$ cat src/rtl/pipelined_barrel_shifter_pkg.sv
// Shared ALU shifter package.
// Holds the datapath width, the shift-amount width and the shift opcode
// encodings used by the pipelined barrel shifter and its stages.
package pipelined_barrel_shifter_pkg;

  localparam int WIDTH      = 32;
  localparam int SHAMT_W    = 5;       // log2(WIDTH); change only together with WIDTH
  localparam int NUM_STAGES = SHAMT_W; // one stage per shift-amount bit

  localparam logic SHIFT_OP_SLL = 1'b0; // logical left, zero fill
  localparam logic SHIFT_OP_SRA = 1'b1; // arithmetic right, sign fill

  // Shift distance handled by stage k: 16, 8, 4, 2, 1.
  function automatic int stage_dist(input int k);
    return 1 << (SHAMT_W - 1 - k);
  endfunction

endpackage

$ cat src/rtl/pipelined_barrel_shifter_if.sv
// Operation/result bus of the pipelined barrel shifter.
// Input side : in_valid, in_ready, data_in, shamt, op
// Output side: out_valid, out_ready, data_out
// slave modport is the shifter, master modport is the client driving it.
interface pipelined_barrel_shifter_if;
  import pipelined_barrel_shifter_pkg::*;

  logic               in_valid;
  logic               in_ready;
  logic [WIDTH-1:0]   data_in;
  logic [SHAMT_W-1:0] shamt;
  logic               op;
  logic               out_valid;
  logic               out_ready;
  logic [WIDTH-1:0]   data_out;

  modport slave (
    input  in_valid, data_in, shamt, op, out_ready,
    output in_ready, out_valid, data_out
  );

  modport master (
    output in_valid, data_in, shamt, op, out_ready,
    input  in_ready, out_valid, data_out
  );

endinterface

$ cat src/rtl/pipelined_barrel_shifter_shift_stage.sv
// One registered stage of the logarithmic shifter.
// Conditionally shifts the incoming word by DIST (left zero-fill or
// arithmetic right) when the shift-amount bit for this distance is set,
// then registers data, the still-unused shamt bits, op and valid.
// Ports:
//   clock, ctrl_reset_n      : clock and synchronous active-low reset
//   in_valid/in_data/in_shamt/in_op : contents offered by the previous stage
//   ready                    : this stage can take new contents this cycle
//   ready_next               : the following stage can take our contents
//   out_valid/out_data/out_shamt/out_op : registered stage contents
module shift_stage
  import pipelined_barrel_shifter_pkg::*;
#(
  parameter int DIST = 1
) (
  input  logic               clock,
  input  logic               ctrl_reset_n,
  input  logic               in_valid,
  input  logic [WIDTH-1:0]   in_data,
  input  logic [SHAMT_W-1:0] in_shamt,
  input  logic               in_op,
  output logic               ready,
  input  logic               ready_next,
  output logic               out_valid,
  output logic [WIDTH-1:0]   out_data,
  output logic [SHAMT_W-1:0] out_shamt,
  output logic               out_op
);

  localparam int BIT = $clog2(DIST);
  // Keeps only the shamt bits that later (smaller) stages still need.
  localparam logic [SHAMT_W-1:0] REM_MASK = (SHAMT_W'(1) << BIT) - SHAMT_W'(1);

  logic [WIDTH-1:0]   sll_data;
  logic [WIDTH-1:0]   sra_data;
  logic [WIDTH-1:0]   shifted;
  logic               valid_reg;
  logic [WIDTH-1:0]   data_reg;
  logic [SHAMT_W-1:0] shamt_reg;
  logic               op_reg;

  generate
    if (DIST == 16) begin : g_sll16
      // Existing fixed sixteen-bit left-shift wiring.
      assign sll_data = {in_data[15:0], 16'h0000};
    end else begin : g_sll
      assign sll_data = in_data << DIST;
    end
  endgenerate

  // Bit 31 never changes through the stages, so the local MSB is the
  // original operand's sign.
  assign sra_data = {{DIST{in_data[WIDTH-1]}}, in_data[WIDTH-1:DIST]};

  always_comb begin
    shifted = in_data;
    if (in_shamt[BIT]) begin
      shifted = (in_op == SHIFT_OP_SRA) ? sra_data : sll_data;
    end
  end

  // An empty stage always accepts, so bubbles collapse under a stall.
  assign ready = !valid_reg || ready_next;

  always_ff @(posedge clock) begin
    if (!ctrl_reset_n) begin
      valid_reg <= 1'b0;
      data_reg  <= '0;
      shamt_reg <= '0;
      op_reg    <= SHIFT_OP_SLL;
    end else if (ready) begin
      valid_reg <= in_valid;
      if (in_valid) begin
        data_reg  <= shifted;
        shamt_reg <= in_shamt & REM_MASK;
        op_reg    <= in_op;
      end
    end
  end

  assign out_valid = valid_reg;
  assign out_data  = data_reg;
  assign out_shamt = shamt_reg;
  assign out_op    = op_reg;

endmodule

$ cat src/rtl/pipelined_barrel_shifter.sv
// Five-stage pipelined logarithmic barrel shifter (SLL / SRA, 32 bit).
// Stages shift by 16, 8, 4, 2, 1; each stage is registered, giving a
// fixed latency of five edges with full throughput and lossless
// backpressure (up to five operations buffered).
// Ports:
//   clock        : single clock, posedge
//   ctrl_reset_n : synchronous active-low reset, discards in-flight work
//   bus          : slave side of pipelined_barrel_shifter_if
//                  (in_valid/in_ready/data_in/shamt/op,
//                   out_valid/out_ready/data_out)
module pipelined_barrel_shifter
  import pipelined_barrel_shifter_pkg::*;
(
  input  logic                        clock,
  input  logic                        ctrl_reset_n,
  pipelined_barrel_shifter_if.slave   bus
);

  // Index 0 is the upstream bus, index k+1 is the output of stage k.
  logic               v   [0:NUM_STAGES];
  logic [WIDTH-1:0]   d   [0:NUM_STAGES];
  logic [SHAMT_W-1:0] s   [0:NUM_STAGES];
  logic               o   [0:NUM_STAGES];
  // rdy[k] is the ready of stage k; rdy[NUM_STAGES] is downstream.
  logic               rdy [0:NUM_STAGES];

  assign v[0] = bus.in_valid;
  assign d[0] = bus.data_in;
  assign s[0] = bus.shamt;
  assign o[0] = bus.op;

  assign rdy[NUM_STAGES] = bus.out_ready;
  // Ready ripples back from out_ready through the valid bits only; it
  // never depends on in_valid.
  assign bus.in_ready = rdy[0];

  genvar gi;
  generate
    for (gi = 0; gi < NUM_STAGES; gi++) begin : g_stage
      shift_stage #(
        .DIST (stage_dist(gi))
      ) u_stage (
        .clock        (clock),
        .ctrl_reset_n (ctrl_reset_n),
        .in_valid     (v[gi]),
        .in_data      (d[gi]),
        .in_shamt     (s[gi]),
        .in_op        (o[gi]),
        .ready        (rdy[gi]),
        .ready_next   (rdy[gi+1]),
        .out_valid    (v[gi+1]),
        .out_data     (d[gi+1]),
        .out_shamt    (s[gi+1]),
        .out_op       (o[gi+1])
      );
    end
  endgenerate

  assign bus.out_valid = v[NUM_STAGES];
  assign bus.data_out  = d[NUM_STAGES];

  // The last stage's shamt/op are fully consumed and have no reader.
  logic unused_tail;
  assign unused_tail = ^{s[NUM_STAGES], o[NUM_STAGES]};

endmodule

$ cat src/flat_wrapper.sv
// flat-port wrapper written by rule: the top's interface ports become plain ports
module pipelined_barrel_shifter_flat import pipelined_barrel_shifter_pkg::*;
  (clock, ctrl_reset_n, bus_in_valid, bus_data_in, bus_shamt, bus_op, bus_out_ready, bus_in_ready, bus_out_valid, bus_data_out);
  pipelined_barrel_shifter_if bus_i ();
  input  logic clock;
  input  logic ctrl_reset_n;
  input wire logic [$bits(bus_i.in_valid)-1:0] bus_in_valid;
  input wire logic [$bits(bus_i.data_in)-1:0] bus_data_in;
  input wire logic [$bits(bus_i.shamt)-1:0] bus_shamt;
  input wire logic [$bits(bus_i.op)-1:0] bus_op;
  input wire logic [$bits(bus_i.out_ready)-1:0] bus_out_ready;
  output wire logic [$bits(bus_i.in_ready)-1:0] bus_in_ready;
  output wire logic [$bits(bus_i.out_valid)-1:0] bus_out_valid;
  output wire logic [$bits(bus_i.data_out)-1:0] bus_data_out;
  assign bus_i.in_valid = bus_in_valid;
  assign bus_i.data_in = bus_data_in;
  assign bus_i.shamt = bus_shamt;
  assign bus_i.op = bus_op;
  assign bus_i.out_ready = bus_out_ready;
  assign bus_in_ready = bus_i.in_ready;
  assign bus_out_valid = bus_i.out_valid;
  assign bus_data_out = bus_i.data_out;
  pipelined_barrel_shifter u_core (.clock(clock), .ctrl_reset_n(ctrl_reset_n), .bus(bus_i));
endmodule
$ cat config.mk
export PLATFORM = sky130hd
export DESIGN_NAME = pipelined_barrel_shifter_flat
export DESIGN_NICKNAME = d
export VERILOG_FILES = /design/src/rtl/pipelined_barrel_shifter_pkg.sv /design/src/rtl/pipelined_barrel_shifter_if.sv /design/src/rtl/pipelined_barrel_shifter_shift_stage.sv /design/src/rtl/pipelined_barrel_shifter.sv /design/src/flat_wrapper.sv
export SDC_FILE = /design/constraint.sdc
export NUM_CORES = 1
export LEC_CHECK = 0
export ABC_AREA = 1
export BUFFER_PORTS_ARGS = -buffer_cell sky130_fd_sc_hd__clkbuf_2
export CORE_MARGIN = 2
export CORE_UTILIZATION = 45
export CTS_CLUSTER_DIAMETER = 30
export CTS_CLUSTER_SIZE = 8
export DETAILED_ROUTE_END_ITERATION = 6
export GPL_ROUTABILITY_DRIVEN = 0
export SLEW_MARGIN = 25
export SYNTH_ARGS = -nofsm -noshare
export SYNTH_HDL_FRONTEND = slang
export SYNTH_SLANG_ARGS = --single-unit
$ cat constraint.sdc
create_clock -name clock -period 2.2 [get_ports clock]
set_clock_uncertainty 0.1 [all_clocks]
set_input_delay 0.44 -clock clock [delete_from_list [all_inputs] [get_ports clock]]
set_output_delay 0.44 -clock clock [all_outputs]
set_load 0.05 [all_outputs]
==> flow_metrics.tcl, run 1 <==
set metrics [dict create \
    routedWlPerCell_um 14.0 \
    die_area_um2 22000 \
    hold_class "in2reg" \
    yosys.area.top_type "dfxtp_1" \
    clk_pin_slew_ns 0.07 \
    clk_latency_ns 0.44 \
    synth_nets 1499 \
    h-tree-depth 4 \
    dr.pass1.iters 5 \
    cp_max_fo 4 \
    critPathLaunchType "flip-flop" \
    final_util 0.505 \
    slew_viol_final 0 \
    synth_top_cells_by_area "dfxtp_1, nand2_1, o21ai_0" \
    rows 52 \
    crit_top_cell "nand3_2" \
    die_h_um 148 \
    regToRegStartpoint "u_core.g_stage[0].u_stage.out_shamt[3]$_SDFFE_PN0P_" \
    status "finished, final reports clean" \
    rr_endpoint "u_core.g_stage[1].u_stage.out_data[11]$_SDFFE_PN0P_" \
    crit_chain "nand3_2 -> nor2_2 -> nand3_2 -> clkbuf_2" \
    grt_pass1_wl_mm 41.2 \
    antenna_cells 0 \
    cp-end-kind "primary output" \
    finalSetupViolations 0 \
    critPathMaxStageDelay_ns 0.38 \
    synth_edf_count 0 \
    antenna_found_initial 0 \
    reg2reg_slack_ns 0.32 \
    fp.dieW_um 148 \
    vias 8917 \
    hold_viol_final 0 \
    vdd_ir_drop_max_uv 512 \
    grt_pass1_vias 8268 \
    post-route-drc-count 0 \
    postCtsSetupBuffers 0 \
    yosysWarnings 0 \
    synth_cell_types 23 \
    power.density_nw_per_um2 721 \
    drt_iter0_drc 519 \
    r2r_cells 8 \
    syn-instance-count 1457 \
    hold_end "u_core.g_stage[0].u_stage.out_shamt[1]$_SDFFE_PN0P_" \
    port_buffers 75 \
    synth-main-ff-cell "dfxtp_1" \
    finalCriticalPeriod_ns 2.08 \
    hold_buffers 0 \
    hold_start "bus_shamt[1]" \
    drive_gt1_frac 0.102 \
    synth_top_area_share 0.383 \
    clock-root-buffer "clkbuf_16" \
    setup_tns_ns 0 \
    start_util 0.461 \
    via_per_inst 5.18 \
    areaGrowthSynthToFinish_pct 9.55 \
    synth_seq_cells 179 \
    numCtsBuffers 17 \
    coreArea_um2 20300 \
    synth-seq-area-share 0.383 \
    crit_slowest_cell "dfxtp_1" \
    power_leakage_uw 0.00420 \
    ios 76 \
    grt_max_degree 76 \
    netlist_area_um2 9370 \
    max_freq_mhz 481 \
    cts_tree "built" \
    place_hpwl_mm 17.4 \
    drt-total-wl_mm 24.1 \
    drv_cap 0 \
    async_flop_share 0 \
    critPathArrivalTime_ns 1.54 \
    holdPathStages 5 \
    cts_buffer_depth 2 \
    fin_crit_sh 0.946 \
    nFillCells 2142 \
    grt_usage 0.228 \
    relSlewSlack 0.421 \
    cp.required_ns 1.66 \
    avgSynthCellArea_um2 6.43 \
    path_class "reg2out" \
    final_antenna_net_count 0 \
    rsz0062_at_grt "no" \
    layout.nets 1479 \
    cts-resized-gates 0 \
    worst_pin_slew_ns 0.867 \
    clock-sinks 179 \
    globalRouteOverflowTotal 0 \
]
==> cells in the mapped netlist (9+ instances only) <==
| cell | number |
|---|---|
| dfxtp_1 | 179 |
| buf_1 | 11 |
| buf_2 | 29 |
| o22ai_1 | 47 |
| a21oi_1 | 159 |
| clkbuf_1 | 62 |
| a31oi_1 | 31 |
| nor2_1 | 213 |
| nand3_1 | 98 |
| o211ai_1 | 9 |
| inv_1 | 147 |
| buf_4 | 37 |
| o21ai_0 | 160 |
| nand2_1 | 254 |
==> placed cells by master (no fill, tap or decap), types with 22 or more instances in the layout <==
| cell type | n |
|---|---|
| clkbuf_2 | 74 |
| a31oi_1 | 31 |
| dfxtp_1 | 178 |
| a21oi_1 | 159 |
| nand2_1 | 253 |
| nor2_1 | 213 |
| nand3_1 | 98 |
| inv_1 | 147 |
| buf_4 | 22 |
| o21ai_0 | 160 |
| o22ai_1 | 47 |
==> registers in the layout (all words and copies together), names as in the netlist <==
name,count
u_core.g_stage.u_stage.out_shamt,10
u_core.g_stage.u_stage.out_valid,5
u_core.g_stage.u_stage.out_data,160
u_core.g_stage.u_stage.out_op,4
==> power breakdown <==
group          switching, uW  internal (uW)  total [uW]  leakage (uW)
combinational            550            308         858       0.00245
sequential               142           3390        3530       0.00146
clock                   1480           1530        3010      0.000285
total                   2170           5230        7400       0.00420
==> worst max path at each step <==
stage                                                           startpoint                                             endpoint  slack (ns)
after floorplan           u_core.g_stage[4].u_stage.out_valid$_SDFFE_PN0P_                                         bus_in_ready        0.23
after detailed placement                                     bus_out_ready   u_core.g_stage[2].u_stage.out_data[6]$_SDFFE_PN0P_        0.28
final                     u_core.g_stage[3].u_stage.out_valid$_SDFFE_PN0P_                                         bus_in_ready        0.12
after CTS                 u_core.g_stage[3].u_stage.out_valid$_SDFFE_PN0P_                                         bus_in_ready        0.09
after global routing      u_core.g_stage[3].u_stage.out_valid$_SDFFE_PN0P_                                         bus_in_ready        0.02
after global placement                                       bus_out_ready  u_core.g_stage[2].u_stage.out_data[12]$_SDFFE_PN0P_        0.33
==> logic make-up after synthesis <==
family / after synthesis / share of synthesized area
compound gates: 409 / 0.233
simple gates: 577 / 0.248
buf+inv: 292 / 0.137
flops: 179 / 0.383
==> layout make-up <==
cell class / instances / area (um^2) / share of cell area
tap: 270 / 338 / 0.0329
clock buffer: 18 / 429 / 0.0418
sequential: 179 / 3580 / 0.349
clock inverter: 14 / 161 / 0.0157
timing repair buffer: 103 / 676 / 0.0658
inverter: 150 / 563 / 0.0549
multi-input combinational: 986 / 4510 / 0.439
==> critical path: cells and delay by family, from the launching register on <==
kind,cells,cell delay [ns]
buffers and inverters,1,0.29
DFF,1,0.38
and+or+nand+nor,3,0.43
==> stage by stage <==
stage / total power, uW / hold WS (ns) / setup WS, ns / area (um^2) / cells
3_3_place_gp: 4460 / 0.351 / 0.330 / 9670 / 1688
3_5_place_dp: 4460 / 0.353 / 0.280 / 9670 / 1688
5_1_grt: 7750 / 0.236 / 0.0182 / 10300 / 1720
2_1_floorplan: 4220 / 0.336 / 0.228 / 9370 / 1457
6_report: 7400 / 0.214 / 0.120 / 10300 / 1720
4_1_cts: 7470 / 0.206 / 0.0869 / 10300 / 1720
==> layer usage <==
layer,up-vias,share of wire,track usage
li1,4705,-,-
met1,4041,0.48,0.305
met2,141,0.47,0.383
met3,30,0.027,0.0298
met4,0,0.018,0.0705
met5,-,0,0
(Power assumes the default switching activity.)
==> run 2: changes to the inputs <==
Settings changed: CELL_PAD_IN_SITES_DETAIL_PLACEMENT set to 0, CELL_PAD_IN_SITES_GLOBAL_PLACEMENT set to 1, PLACE_DENSITY_LB_ADDON set to 0.1.
==> run 2 against run 1 <==
  * Sequential share of layout area increased by 0.090 points
  * Combinational power increased by 0.9%
  * Final area decreased by 0.26%
  * Critical endpoint unchanged
  * Largest power group unchanged
  * Highest routed layer unchanged
==> flow_metrics.tcl, run 2 (synthesis results as in run 1) <==
set metrics [dict create \
    clock-root-buffer "clkbuf_16" \
    hold_buffers 0 \
    start_util 0.461 \
    antenna_found_initial 0 \
    grt_pass1_vias 8136 \
    drt_iter0_drc 549 \
    clk_pin_slew_ns 0.07 \
    layout_common_cells "nand2_1, nor2_1, dfxtp_1" \
    critPathLaunchType "flip-flop" \
    globalRouteOverflowTotal 0 \
    cp.required_ns 1.66 \
    drt-total-wl_mm 25.4 \
    holdPathStages 5 \
    total_power_uw 7400 \
    rr_endpoint "u_core.g_stage[1].u_stage.out_data[4]$_SDFFE_PN0P_" \
    critPathMaxStageDelay_ns 0.39 \
    hold_start "bus_shamt[0]" \
    r2r_cells 4 \
    fp.dieW_um 148 \
    die_h_um 148 \
    rows 52 \
    clk_latency_ns 0.44 \
    finalSetupViolations 0 \
    hold_viol_final 0 \
    critPathArrivalTime_ns 1.56 \
    place_hpwl_mm 18.3 \
    crit_slowest_cell "dfxtp_1" \
    power.density_nw_per_um2 723 \
    hold_class "in2reg" \
    relSlewSlack 0.570 \
    fin_crit_sh 0.953 \
    antenna_cells 0 \
    vias 8868 \
    cp-end-kind "primary output" \
    rsz0062_at_grt "no" \
    crit_top_cell "nand3_2" \
    cp_max_fo 3 \
    grt_pass1_wl_mm 41.4 \
    post-place-ws_ns 0.368 \
    mostFrequentLayoutCell "nand2_1" \
    layout.nets 1479 \
    final_antenna_net_count 0 \
    numCtsBuffers 17 \
    port_buffers 75 \
    setup_tns_ns 0 \
    postCtsSetupBuffers 0 \
    regToRegStartpoint "u_core.g_stage[0].u_stage.out_op$_SDFFE_PN0P_" \
    power_leakage_uw 0.00418 \
    routedWlPerCell_um 14.7 \
    hold_end "u_core.g_stage[0].u_stage.out_shamt[0]$_SDFFE_PN0P_" \
    max_freq_mhz 477 \
    via_per_inst 5.16 \
    path_buf_inv 1 \
    drv_cap 0 \
    ios 76 \
    h-tree-depth 4 \
    clock-sinks 179 \
    coreArea_um2 20300 \
    status "finished, final reports clean" \
    worst_slack_ns 0.104 \
    areaGrowthSynthToFinish_pct 9.27 \
    finalCriticalPeriod_ns 2.10 \
    vdd_ir_drop_max_uv 538 \
    dr.pass1.iters 5 \
    cts-resized-gates 0 \
    reg2reg_slack_ns 0.39 \
    cpLargestDelayFamily "simple AND/OR/NAND/NOR gates" \
    die_area_um2 22000 \
    grt_usage 0.234 \
    path_class "reg2out" \
    cts_buffer_depth 2 \
    largest_reg_flops 160 \
    drive_gt1_frac 0.101 \
    grt_max_degree 70 \
    post-route-drc-count 0 \
    crit_chain "nand3_2 -> nor2_2 -> nand3_2 -> clkbuf_2" \
    worst_pin_slew_ns 0.644 \
    slew_viol_final 0 \
    cts_tree "built" \
]
## run 2: area by class of cell
class,count,area [um^2]
Fill cell,2196,10100
Clock buffer,19,433
Sequential cell,179,3580
Multi-Input combinational cell,986,4510
Inverter,150,563
Clock inverter,13,144
Tap cell,270,338
Timing Repair Buffer,103,663
## run 2: per-layer routing
layer,part of all wire,global-route usage,vias up
met4,0.010,0.0581,0
met5,0,0,-
met1,0.45,0.294,4045
met3,0.021,0.0288,18
li1,-,-,4694
met2,0.52,0.425,111
## run 2: worst max-delay path by stage
stage                                                     start           end  slack [ns]  depth (start not counted)
2_1_floorplan  u_core.g_stage[4].u_stage.out_valid$_SDFFE_PN0P_  bus_in_ready        0.23                          5
3_3_place_gp                                      bus_out_ready  bus_in_ready        0.37                          6
3_5_place_dp                                      bus_out_ready  bus_in_ready        0.37                          6
4_1_cts        u_core.g_stage[4].u_stage.out_valid$_SDFFE_PN0P_  bus_in_ready         0.1                          4
5_1_grt        u_core.g_stage[3].u_stage.out_valid$_SDFFE_PN0P_  bus_in_ready        0.04                          4
6_report       u_core.g_stage[4].u_stage.out_valid$_SDFFE_PN0P_  bus_in_ready        0.10                          4
## run 2: report_power, final
part / leakage (uW) / switching, uW / total, uW / internal [uW]
combinational: 0.00245 / 559 / 866 / 307
sequential: 0.00146 / 147 / 3540 / 3390
clock: 0.000272 / 1390 / 2990 / 1600
## run 2: stage by stage
step           instances  hold WS [ns]  area, um^2   util
6_report            1720         0.216       10200  0.504
5_1_grt             1720         0.261       10200  0.504
4_1_cts             1720         0.211       10200  0.504
3_5_place_dp        1688         0.353        9660  0.476
3_3_place_gp        1688         0.349        9660  0.476
2_1_floorplan       1457         0.336        9370      -
## run 2: worst reg2reg max path, stage by stage (launching register included)
cell,delay [ns]
dfxtp_1,0.53
nand2_1,0.48
o22ai_1,0.32
nand3_1,0.16
a21oi_1,0.17
